File: src/rtl/regfile_pair_if.sv
`default_nettype none
// ---------------------------------------------------------------------------
// regfile_pair_if : decode / write-back bus of the paired register file
// Revision 1.0
// ---------------------------------------------------------------------------
interface regfile_pair_if #(
  parameter int DATA_W = 8,
  parameter int ADDR_W = 3
);
  logic                  rd_en;
  logic [ADDR_W-1:0]     rs1_addr;
  logic                  rs1_pair;
  logic [ADDR_W-1:0]     rs2_addr;
  logic [2*DATA_W-1:0]   rs1_data;
  logic [DATA_W-1:0]     rs2_data;
  logic                  rs1_busy;
  logic                  rs2_busy;
  logic                  we;
  logic [ADDR_W-1:0]     wr_addr;
  logic                  wr_pair;
  logic [2*DATA_W-1:0]   wr_data;
  logic                  sb_set;
  logic [ADDR_W-1:0]     sb_addr;
  logic                  sb_pair;

  modport master (
    output rd_en, rs1_addr, rs1_pair, rs2_addr,
    output we, wr_addr, wr_pair, wr_data,
    output sb_set, sb_addr, sb_pair,
    input  rs1_data, rs2_data, rs1_busy, rs2_busy
  );

  modport slave (
    input  rd_en, rs1_addr, rs1_pair, rs2_addr,
    input  we, wr_addr, wr_pair, wr_data,
    input  sb_set, sb_addr, sb_pair,
    output rs1_data, rs2_data, rs1_busy, rs2_busy
  );
endinterface
`default_nettype wire

File: src/rtl/regfile_pair.sv
`default_nettype none
// ---------------------------------------------------------------------------
// regfile_pair : 2R/1W register file with pair access and busy scoreboard
// Revision 1.0
// ---------------------------------------------------------------------------
module regfile_pair #(
  parameter int DATA_W   = 8,
  parameter int ADDR_W   = 3,
  parameter int BYPASS   = 1,
  parameter int ZERO_REG = 0
) (
  input  logic           clk,
  input  logic           reset,
  regfile_pair_if.slave  bus
);
  localparam int c_NREGS = 2 ** ADDR_W;

  logic [DATA_W-1:0]  w_cur     [c_NREGS];
  logic [DATA_W-1:0]  w_nxt     [c_NREGS];
  logic [DATA_W-1:0]  w_rd_val  [c_NREGS];
  logic [c_NREGS-1:0] w_busy_cur;
  logic [c_NREGS-1:0] w_busy_nxt;
  logic [c_NREGS-1:0] w_rd_busy;
  logic [c_NREGS-1:0] w_wr_hit;
  logic [c_NREGS-1:0] w_sb_hit;

  logic [ADDR_W-1:0]  w_wr_addr_p1;
  logic [ADDR_W-1:0]  w_sb_addr_p1;
  logic [ADDR_W-1:0]  w_rs1_addr_p1;

  logic [2*DATA_W-1:0] r_rs1_data;
  logic [DATA_W-1:0]   r_rs2_data;
  logic                r_rs1_busy;
  logic                r_rs2_busy;

  // Pair partners wrap modulo NREGS through natural address overflow
  assign w_wr_addr_p1  = bus.wr_addr  + 1'b1;
  assign w_sb_addr_p1  = bus.sb_addr  + 1'b1;
  assign w_rs1_addr_p1 = bus.rs1_addr + 1'b1;

  for (genvar i = 0; i < c_NREGS; i++) begin : g_reg
    localparam logic [ADDR_W-1:0] c_IDX = ADDR_W'(i);

    if ((ZERO_REG != 0) && (i == 0)) begin : g_zero
      assign w_wr_hit[i]   = 1'b0;
      assign w_sb_hit[i]   = 1'b0;
      assign w_cur[i]      = '0;
      assign w_nxt[i]      = '0;
      assign w_busy_cur[i] = 1'b0;
      assign w_busy_nxt[i] = 1'b0;
    end else begin : g_live
      logic [DATA_W-1:0] r_val;
      logic              r_busy;

      assign w_wr_hit[i] = bus.we &&
          ((bus.wr_addr == c_IDX) || (bus.wr_pair && (w_wr_addr_p1 == c_IDX)));
      assign w_sb_hit[i] = bus.sb_set &&
          ((bus.sb_addr == c_IDX) || (bus.sb_pair && (w_sb_addr_p1 == c_IDX)));

      // Pair writes put the high half at wr_addr, the low half at wr_addr+1
      assign w_nxt[i] = !w_wr_hit[i] ? r_val :
          (bus.wr_pair && (bus.wr_addr == c_IDX)) ? bus.wr_data[2*DATA_W-1:DATA_W]
                                                  : bus.wr_data[DATA_W-1:0];
      // A new producer issued in the same cycle outranks the retiring write
      assign w_busy_nxt[i] = w_sb_hit[i] | (r_busy & ~w_wr_hit[i]);
      assign w_cur[i]      = r_val;
      assign w_busy_cur[i] = r_busy;

      always_ff @(posedge clk) begin
        if (reset) begin
          r_val  <= '0;
          r_busy <= 1'b0;
        end else begin
          r_val  <= w_nxt[i];
          r_busy <= w_busy_nxt[i];
        end
      end
    end
  end

  if (BYPASS != 0) begin : g_bypass
    assign w_rd_val  = w_nxt;
    assign w_rd_busy = w_busy_nxt;
  end else begin : g_no_bypass
    assign w_rd_val  = w_cur;
    assign w_rd_busy = w_busy_cur;
  end

  always_ff @(posedge clk) begin
    if (reset) begin
      r_rs1_data <= '0;
      r_rs2_data <= '0;
      r_rs1_busy <= 1'b0;
      r_rs2_busy <= 1'b0;
    end else if (bus.rd_en) begin
      r_rs1_data <= bus.rs1_pair
          ? {w_rd_val[bus.rs1_addr], w_rd_val[w_rs1_addr_p1]}
          : {{DATA_W{1'b0}}, w_rd_val[bus.rs1_addr]};
      r_rs1_busy <= w_rd_busy[bus.rs1_addr] | (bus.rs1_pair & w_rd_busy[w_rs1_addr_p1]);
      r_rs2_data <= w_rd_val[bus.rs2_addr];
      r_rs2_busy <= w_rd_busy[bus.rs2_addr];
    end
  end

  assign bus.rs1_data = r_rs1_data;
  assign bus.rs2_data = r_rs2_data;
  assign bus.rs1_busy = r_rs1_busy;
  assign bus.rs2_busy = r_rs2_busy;

endmodule
`default_nettype wire

File: src/flat_wrapper.sv
// flat-port wrapper written by rule: the top's interface ports become plain ports
module regfile_pair_flat 
#(
  parameter int DATA_W   = 8,
  parameter int ADDR_W   = 3,
  parameter int BYPASS   = 1,
  parameter int ZERO_REG = 0
)
  (clk, reset, bus_rd_en, bus_rs1_addr, bus_rs1_pair, bus_rs2_addr, bus_we, bus_wr_addr, bus_wr_pair, bus_wr_data, bus_sb_set, bus_sb_addr, bus_sb_pair, bus_rs1_data, bus_rs2_data, bus_rs1_busy, bus_rs2_busy);
  regfile_pair_if #(.DATA_W(DATA_W), .ADDR_W(ADDR_W)) bus_i ();
  input  logic clk;
  input  logic reset;
  input wire logic [$bits(bus_i.rd_en)-1:0] bus_rd_en;
  input wire logic [$bits(bus_i.rs1_addr)-1:0] bus_rs1_addr;
  input wire logic [$bits(bus_i.rs1_pair)-1:0] bus_rs1_pair;
  input wire logic [$bits(bus_i.rs2_addr)-1:0] bus_rs2_addr;
  input wire logic [$bits(bus_i.we)-1:0] bus_we;
  input wire logic [$bits(bus_i.wr_addr)-1:0] bus_wr_addr;
  input wire logic [$bits(bus_i.wr_pair)-1:0] bus_wr_pair;
  input wire logic [$bits(bus_i.wr_data)-1:0] bus_wr_data;
  input wire logic [$bits(bus_i.sb_set)-1:0] bus_sb_set;
  input wire logic [$bits(bus_i.sb_addr)-1:0] bus_sb_addr;
  input wire logic [$bits(bus_i.sb_pair)-1:0] bus_sb_pair;
  output wire logic [$bits(bus_i.rs1_data)-1:0] bus_rs1_data;
  output wire logic [$bits(bus_i.rs2_data)-1:0] bus_rs2_data;
  output wire logic [$bits(bus_i.rs1_busy)-1:0] bus_rs1_busy;
  output wire logic [$bits(bus_i.rs2_busy)-1:0] bus_rs2_busy;
  assign bus_i.rd_en = bus_rd_en;
  assign bus_i.rs1_addr = bus_rs1_addr;
  assign bus_i.rs1_pair = bus_rs1_pair;
  assign bus_i.rs2_addr = bus_rs2_addr;
  assign bus_i.we = bus_we;
  assign bus_i.wr_addr = bus_wr_addr;
  assign bus_i.wr_pair = bus_wr_pair;
  assign bus_i.wr_data = bus_wr_data;
  assign bus_i.sb_set = bus_sb_set;
  assign bus_i.sb_addr = bus_sb_addr;
  assign bus_i.sb_pair = bus_sb_pair;
  assign bus_rs1_data = bus_i.rs1_data;
  assign bus_rs2_data = bus_i.rs2_data;
  assign bus_rs1_busy = bus_i.rs1_busy;
  assign bus_rs2_busy = bus_i.rs2_busy;
  regfile_pair #(.DATA_W(DATA_W), .ADDR_W(ADDR_W), .BYPASS(BYPASS), .ZERO_REG(ZERO_REG)) u_core (.clk(clk), .reset(reset), .bus(bus_i));
endmodule
File: config.mk
export PLATFORM = sky130hd
export DESIGN_NAME = regfile_pair_flat
export DESIGN_NICKNAME = d
export VERILOG_FILES = /design/src/rtl/regfile_pair_if.sv /design/src/rtl/regfile_pair.sv /design/src/flat_wrapper.sv
export SDC_FILE = /design/constraint.sdc
export NUM_CORES = 1
export LEC_CHECK = 0
export BUFFER_PORTS_ARGS = -buffer_cell sky130_fd_sc_hd__buf_2
export CAP_MARGIN = 20
export CORE_MARGIN = 5
export CORE_UTILIZATION = 35
export CTS_CLUSTER_DIAMETER = 150
export DETAILED_ROUTE_END_ITERATION = 6
export PLACE_DENSITY = 0.58
export SLEW_MARGIN = 20
export SYNTH_ARGS = -nofsm -noshare
export SYNTH_HDL_FRONTEND = slang
export SYNTH_SLANG_ARGS = --single-unit
File: constraint.sdc
create_clock -name clk -period 7.2 [get_ports clk]
set_clock_uncertainty 0.15 [all_clocks]
set_input_delay 0.36 -clock clk [delete_from_list [all_inputs] [get_ports clk]]
set_output_delay 0.36 -clock clk [all_outputs]
set_load 0.02 [all_outputs]
### Word level (Yosys, flattened, before mapping)

Cells that the tools add are included.

| operators by class | value |
|---|---|
| eq/ne operators | 28 |
| muxes and demuxes | 32 |
| order comparisons | 6 |
| bitwise operators | 29 |
| add/subtract/negate cells | 3 |
| reductions and logical operators | 60 |

Operators by type and width:

| cell | count |
|---|---|
| 8-bit two-way mux | 22 |
| 8-bit binary-select mux with 3-bit select | 3 |
| 3-bit == test (second input constant) | 16 |
| 1-bit logical AND | 40 |
| 3-bit by 2-bit == test with 1-bit output (second input constant) | 8 |
| 1-bit logical OR | 16 |
| 16-bit two-way mux | 1 |
| 3-bit by 1-bit == test with 1-bit output (second input constant) | 4 |
| 4-bit >= comparator (second input constant) | 3 |
| 3-bit zero test | 4 |
| 3-bit by 4-bit less-than comparator with 1-bit output (second input constant) | 3 |
| 3-bit NOT with 4-bit output | 3 |
| 3-bit by 1-bit adder with 3-bit output (second input constant) | 3 |
| 1-bit bitwise AND | 9 |
| 1-bit binary-select mux with 3-bit select | 3 |
| 1-bit OR | 9 |
| 1-bit NOT | 8 |
| 1-bit two-way mux | 3 |

| storage, ports and cells | value |
|---|---|
| input bits | 36 |
| output and inout bits | 26 |
| register bits | 98 |
| word-level logic and storage cells | 178 |

### Longest topological paths before layout

| logic depth | value |
|---|---|
| depth after elaboration | 12 |
| depth in mapped cells | 12 |
| gate-level depth less buffers | 9 |

### Least setup slack after synthesis

No wires, ideal clock.

| timing | value |
|---|---|
| path type | input to register |
| from | input bus_wr_addr[1] |
| to | register u_core.r_rs2_data[0], in the netlist u_core.bus.rs2_data[0] |
| buffers on the path | 1 |
| arrival time | 2.764 ns |
| required time | 6.915 ns |
| stages | 10 |
| setup slack | 4.151 ns |
| setup time | 0.135 ns |
| cells stage by stage | buf_2 and2_1 ha_1 or3b_4 a21oi_4 mux2i_1 inv_1 mux4_2 o22ai_1 nor3_2 |

| between the ends | value |
|---|---|
| word-level cells in the longest chain between the ends | 9 |
| elaborated cells between the ends (all ways) | 68 |
| those cells by class | add/sub: 1; eq/ne: 14; mux: 19; reduce/logical: 34 |

Ends and longest elaborated chain:

| element | line | source |
|---|---|---|
| from (decl) | flat_wrapper.sv:18 | `input wire logic [$bits(bus_i.wr_addr)-1:0] bus_wr_addr;` |
| 3-bit by 1-bit adder with 3-bit output | regfile_pair.sv:37 | `assign w_wr_addr_p1 = bus.wr_addr + 1'b1;` |
| 3-bit == test (tied with other cells) | regfile_pair.sv:56 | `((bus.wr_addr == c_IDX) \|\| (bus.wr_pair && (w_wr_addr_p1 == c_IDX)));` |
| 1-bit logical AND | regfile_pair.sv:56 |  |
| 1-bit logical OR | regfile_pair.sv:56 |  |
| 1-bit logical AND | regfile_pair.sv:55 | `assign w_wr_hit[i] = bus.we &&` |
| 8-bit two-way mux | regfile_pair.sv:61 | `assign w_nxt[i] = !w_wr_hit[i] ? r_val :` |
| 8-bit binary-select mux with 3-bit select (*) | regfile_pair.sv:100 | `r_rs2_data <= w_rd_val[bus.rs2_addr];` |
| 8-bit two-way mux (not written as such) (*) (2 in a row) | regfile_pair.sv:100 |  |
| to (signal assigned) | regfile_pair.sv:100 |  |
| to (decl) | regfile_pair.sv:32 | `logic [DATA_W-1:0] r_rs2_data;` |

Every way passes the cells marked *; elsewhere a longest branch is shown, timed or not. The select of a mux whose other input is x is not followed.
A chain may end at the register's enable or synchronous reset.

### Final worst setup path

| timing | value |
|---|---|
| from | input bus_wr_addr[0] |
| to | register u_core.r_rs1_data[15], in the netlist u_core.bus.rs1_data[15] |

| between the ends | value |
|---|---|
| word-level cells in the longest chain between the ends | 10 |
| elaborated cells between the ends (all ways) | 69 |
| those cells by class | add/sub: 1; eq/ne: 14; mux: 20; reduce/logical: 34 |

Ends and longest elaborated chain:

| element | line | source |
|---|---|---|
| 3-bit by 1-bit adder with 3-bit output | regfile_pair.sv:37 |  |
| 3-bit == test (tied with other cells) | regfile_pair.sv:56 |  |
| 1-bit logical AND | regfile_pair.sv:56 |  |
| 1-bit logical OR | regfile_pair.sv:56 |  |
| 1-bit logical AND | regfile_pair.sv:55 |  |
| 8-bit two-way mux | regfile_pair.sv:61 |  |
| 8-bit binary-select mux with 3-bit select (*) | regfile_pair.sv:97 | `? {w_rd_val[bus.rs1_addr], w_rd_val[w_rs1_addr_p1]}` |
| 8-bit two-way mux (not written as such) (*) (2 in a row) | regfile_pair.sv:97 |  |
| 16-bit two-way mux (*) | regfile_pair.sv:97 |  |
| to (signal assigned) | regfile_pair.sv:96 | `r_rs1_data <= bus.rs1_pair` |
| to (decl) | regfile_pair.sv:31 | `logic [2*DATA_W-1:0] r_rs1_data;` |

Marked as above.

==> run summary <==
r2r setup slk: 5.12 ns
RSZ-0062 raised after global routing: false
CP max-delay cell: or4_1
width of the die: 147.1 µm
WS Path Type: in2reg
non-filler cells, final: 1,002
wire per inst: 21.20 µm
metal3 WL: 1669 µm
final net count: 806
end of the critical path: u_core.bus.rs1_data[15]
max_cap viols: 0
largest area contributor in the netlist: dfxtp_1
global-route wire length before repair: 33,100 µm
Post-synth EDFFs: 0
Post-CTS Resized: 0
Netlist cell types: 72
core area: 18,580 µm²
combinational share of power: 0.242
drt first pass iters: 5
Fmax: 0.3104 GHz
drt initial violations: 899
clock buffer depth: 2
Worst Setup Start Kind: input pin
CP endpoint kind: flip-flop
Hold WC Path Type: in2reg
number of port buffers: 61
Worst Max-Slew Pin Slew: 1.015 ns
P_int: 0.9372 mW
routed wl met2: 8718 µm
max_slew headroom: 0.3233
CTS H-tree depth: 3
most frequent CP cell: o221ai_1
Tot Pwr: 1.367 mW
CTS sink cnt: 98
Synth area leaders: dfxtp_1 30%, mux2i_1 9.1%, mux2_2 8.7%, nor2_1 7.5%, mux4_2 6.5%
Pwr Density: 187.8 nW/µm²
Mapped Cells: 737
postcts setup bufs: 0
fin crit share: 0.4474
Tot GR Track Use: 0.1932
VDD IR max: 0.1105 mV
initial antenna violation count: 0
Ant. Diodes: 0
final hold violations: 0
met1 wire length: 10,610 µm
DR vias: 5,846
Syn-to-layout area delta: 10.59%
sequential share of the synthesized area: 0.2981
RR Endpoint: u_core.bus.rs2_data[3]
Net Sw Power: 0.4297 mW
CTS tree: done
reg2reg path depth: 6
CP peak stage delay: 0.54 ns
Post-CTS Hold Fix Bufs: 0
clock group share of total power: 0.336
clock-pin slew on the worst setup and hold paths: 0.08 ns
gpl congestion: 0.9025
Net Sw Frac: 0.3144
fill count: 1,850
vias in the first global route: 5,502
post-synthesis area per instance: 8.930 µm²
syn_nets: 780
Required @ worst endpoint: 7.34 ns
Die Y: 147.1 µm
Placement Rows: 50
WL final: 21,240 µm
Die ar.: 21,650 µm²
clock latency on the worst-skew pair: 0.36 ns
CTS buffer count: 9
P_leak: 2.833 nW
dpl cells: 986
Overflow after GRT: 0
endpoints failing setup: 0
YS warnings: 0
share of the synthesized area in the top cell type: 0.2981
CP Max Fanout: 22
Mapped Area: 6581 µm²
pin count of the biggest net entering global routing: 92
worst-path cell chain: buf_2, and2_1, ha_1, and4bb_2, o21a_1, o221ai_1, o211ai_1, o221ai_1, or4_1, a21oi_1
Crit. Startpoint: bus_wr_addr[0]
Async SR Flop Fraction: 0
ANT nets after route: 0
effective utilization at floorplan: 0.3542
Reg2Reg Launch Point: u_core.g_reg[3].g_live.r_val[3]
count leader, synth: nor2_1
DR top layer: met4
flops & latches, synth: 98
Setup Slack @ Placement: 3.620 ns
max-slew violation count: 0
drt drc: 0
Final TNS setup: 0 ns
Top FF cell, synth: dfxtp_1
Vias/cell: 5.834
layout cell share with drive strength beyond 1: 0.2370
CTS root buffer: clkbuf_16
dpl hpwl: 15,180 µm
setup ws final: 3.979 ns
top cells by count, synth: 132 x nor2_1, 98 x dfxtp_1, 60 x mux2i_1
Tmin final: 3.221 ns
Seq pwr share: 0.423
num ports: 62
WP data arrival: 3.36 ns
status: completed
[area by class of cell]
type | instances | area, µm² | share of cell area
Clock buffer | 11 | 242.7 | 0.03335
Inverter | 35 | 131.4 | 0.01805
Clock inverter | 5 | 30.03 | 0.004126
Timing Repair Buffer | 68 | 357.8 | 0.04917
Sequential cell | 98 | 1962 | 0.2696
Tap cell | 234 | 292.8 | 0.04023
Multi-Input combinational cell | 551 | 4262 | 0.5855
[routing by layer]
layer / global-route usage / up-vias
li1: - / 2782
met1: 0.2938 / 2778
met4: 0.04567 / 0
met5: 0 / -
met3: 0.04627 / 22
met2: 0.2735 / 264
[worst max-delay path, delay by kind of cell]
kind                     cells  cell delay [ns]
buffers and inverters        1             0.31
adder cells (fa/ha/maj)      1             0.29
AND/OR/NAND/NOR              3             1.21
AO/OA/AOI/OAI                5             1.19
[sequential cells by signal (all words and copies together), names as in the netlist]
register,flops
u_core.g.g_live.r_val,64
u_core.bus.rs1_busy,1
u_core.bus.rs2_busy,1
u_core.bus.rs1_data,16
u_core.g.g_live.r_busy,8
u_core.bus.rs2_data,8
[cell usage in the layout, fill, tap and decap left out, types with 5 or more instances in the layout]
cell type / count
nor2_1: 132
dfxtp_1: 98
buf_2: 61
mux2i_1: 60
mux2_2: 51
inv_1: 31
nand2_1: 27
a22oi_1: 26
mux4_2: 19
nand3_1: 18
a21oi_1: 15
nand2b_1: 15
o221ai_1: 14
o22ai_1: 12
a2bb2oi_1: 11
nor3_1: 9
clkbuf_16: 9
o21ai_0: 8
nor2b_1: 7
ha_1: 7
buf_4: 7
o22a_1: 6
a22o_1: 6
o211ai_1: 6
and2_1: 5
nand4_1: 5
nor3_2: 5
[power groups by stage]
stage	Clock, mW	Sequential (mW)	Combinational, mW
3_5_place_dp	0	0.589	0.325
5_1_grt	0.488	0.580	0.357
6_report	0.459	0.578	0.331
3_3_place_gp	0	0.590	0.324
2_1_floorplan	0	0.600	0.219
4_1_cts	0.468	0.577	0.327
[cell families after synthesis]
group,synth area share
DFF,0.2981
buffers and inverters,0.05646
xor gates and xnor gates,0.002662
and+or+nand+nor,0.1983
adders and majority gates,0.01331
AOI/OAI and AO/OA,0.1755
muxes,0.2557
[worst min path at each step]
stage                                         start                         endpoint  slack [ns]  depth (start not counted)
global route                        bus_rs2_addr[2]           u_core.bus.rs2_data[7]        0.26                          3
global placement             u_core.bus.rs1_data[3]           u_core.bus.rs1_data[3]        0.31                          1
floorplan           u_core.g_reg[6].g_live.r_val[0]  u_core.g_reg[6].g_live.r_val[0]        0.33                          2
finish                              bus_rs2_addr[2]           u_core.bus.rs2_data[7]        0.27                          3
CTS                                 bus_rs2_addr[2]           u_core.bus.rs2_data[7]        0.25                          3
detailed placement           u_core.bus.rs1_data[3]           u_core.bus.rs1_data[3]        0.30                          1
[through the flow]
| stage | util | area (µm²) | hold WS [ns] |
|---|---|---|---|
| 4_1_cts | 0.3917 | 7278 | 0.2467 |
| 2_1_floorplan | - | 6581 | 0.3257 |
| 5_1_grt | 0.3917 | 7278 | 0.2630 |
| 3_5_place_dp | 0.3770 | 7005 | 0.3024 |
| 3_3_place_gp | 0.3770 | 7005 | 0.3055 |
| 6_report | 0.3917 | 7278 | 0.2695 |
No activity file was read; power rests on OpenSTA's default activity.
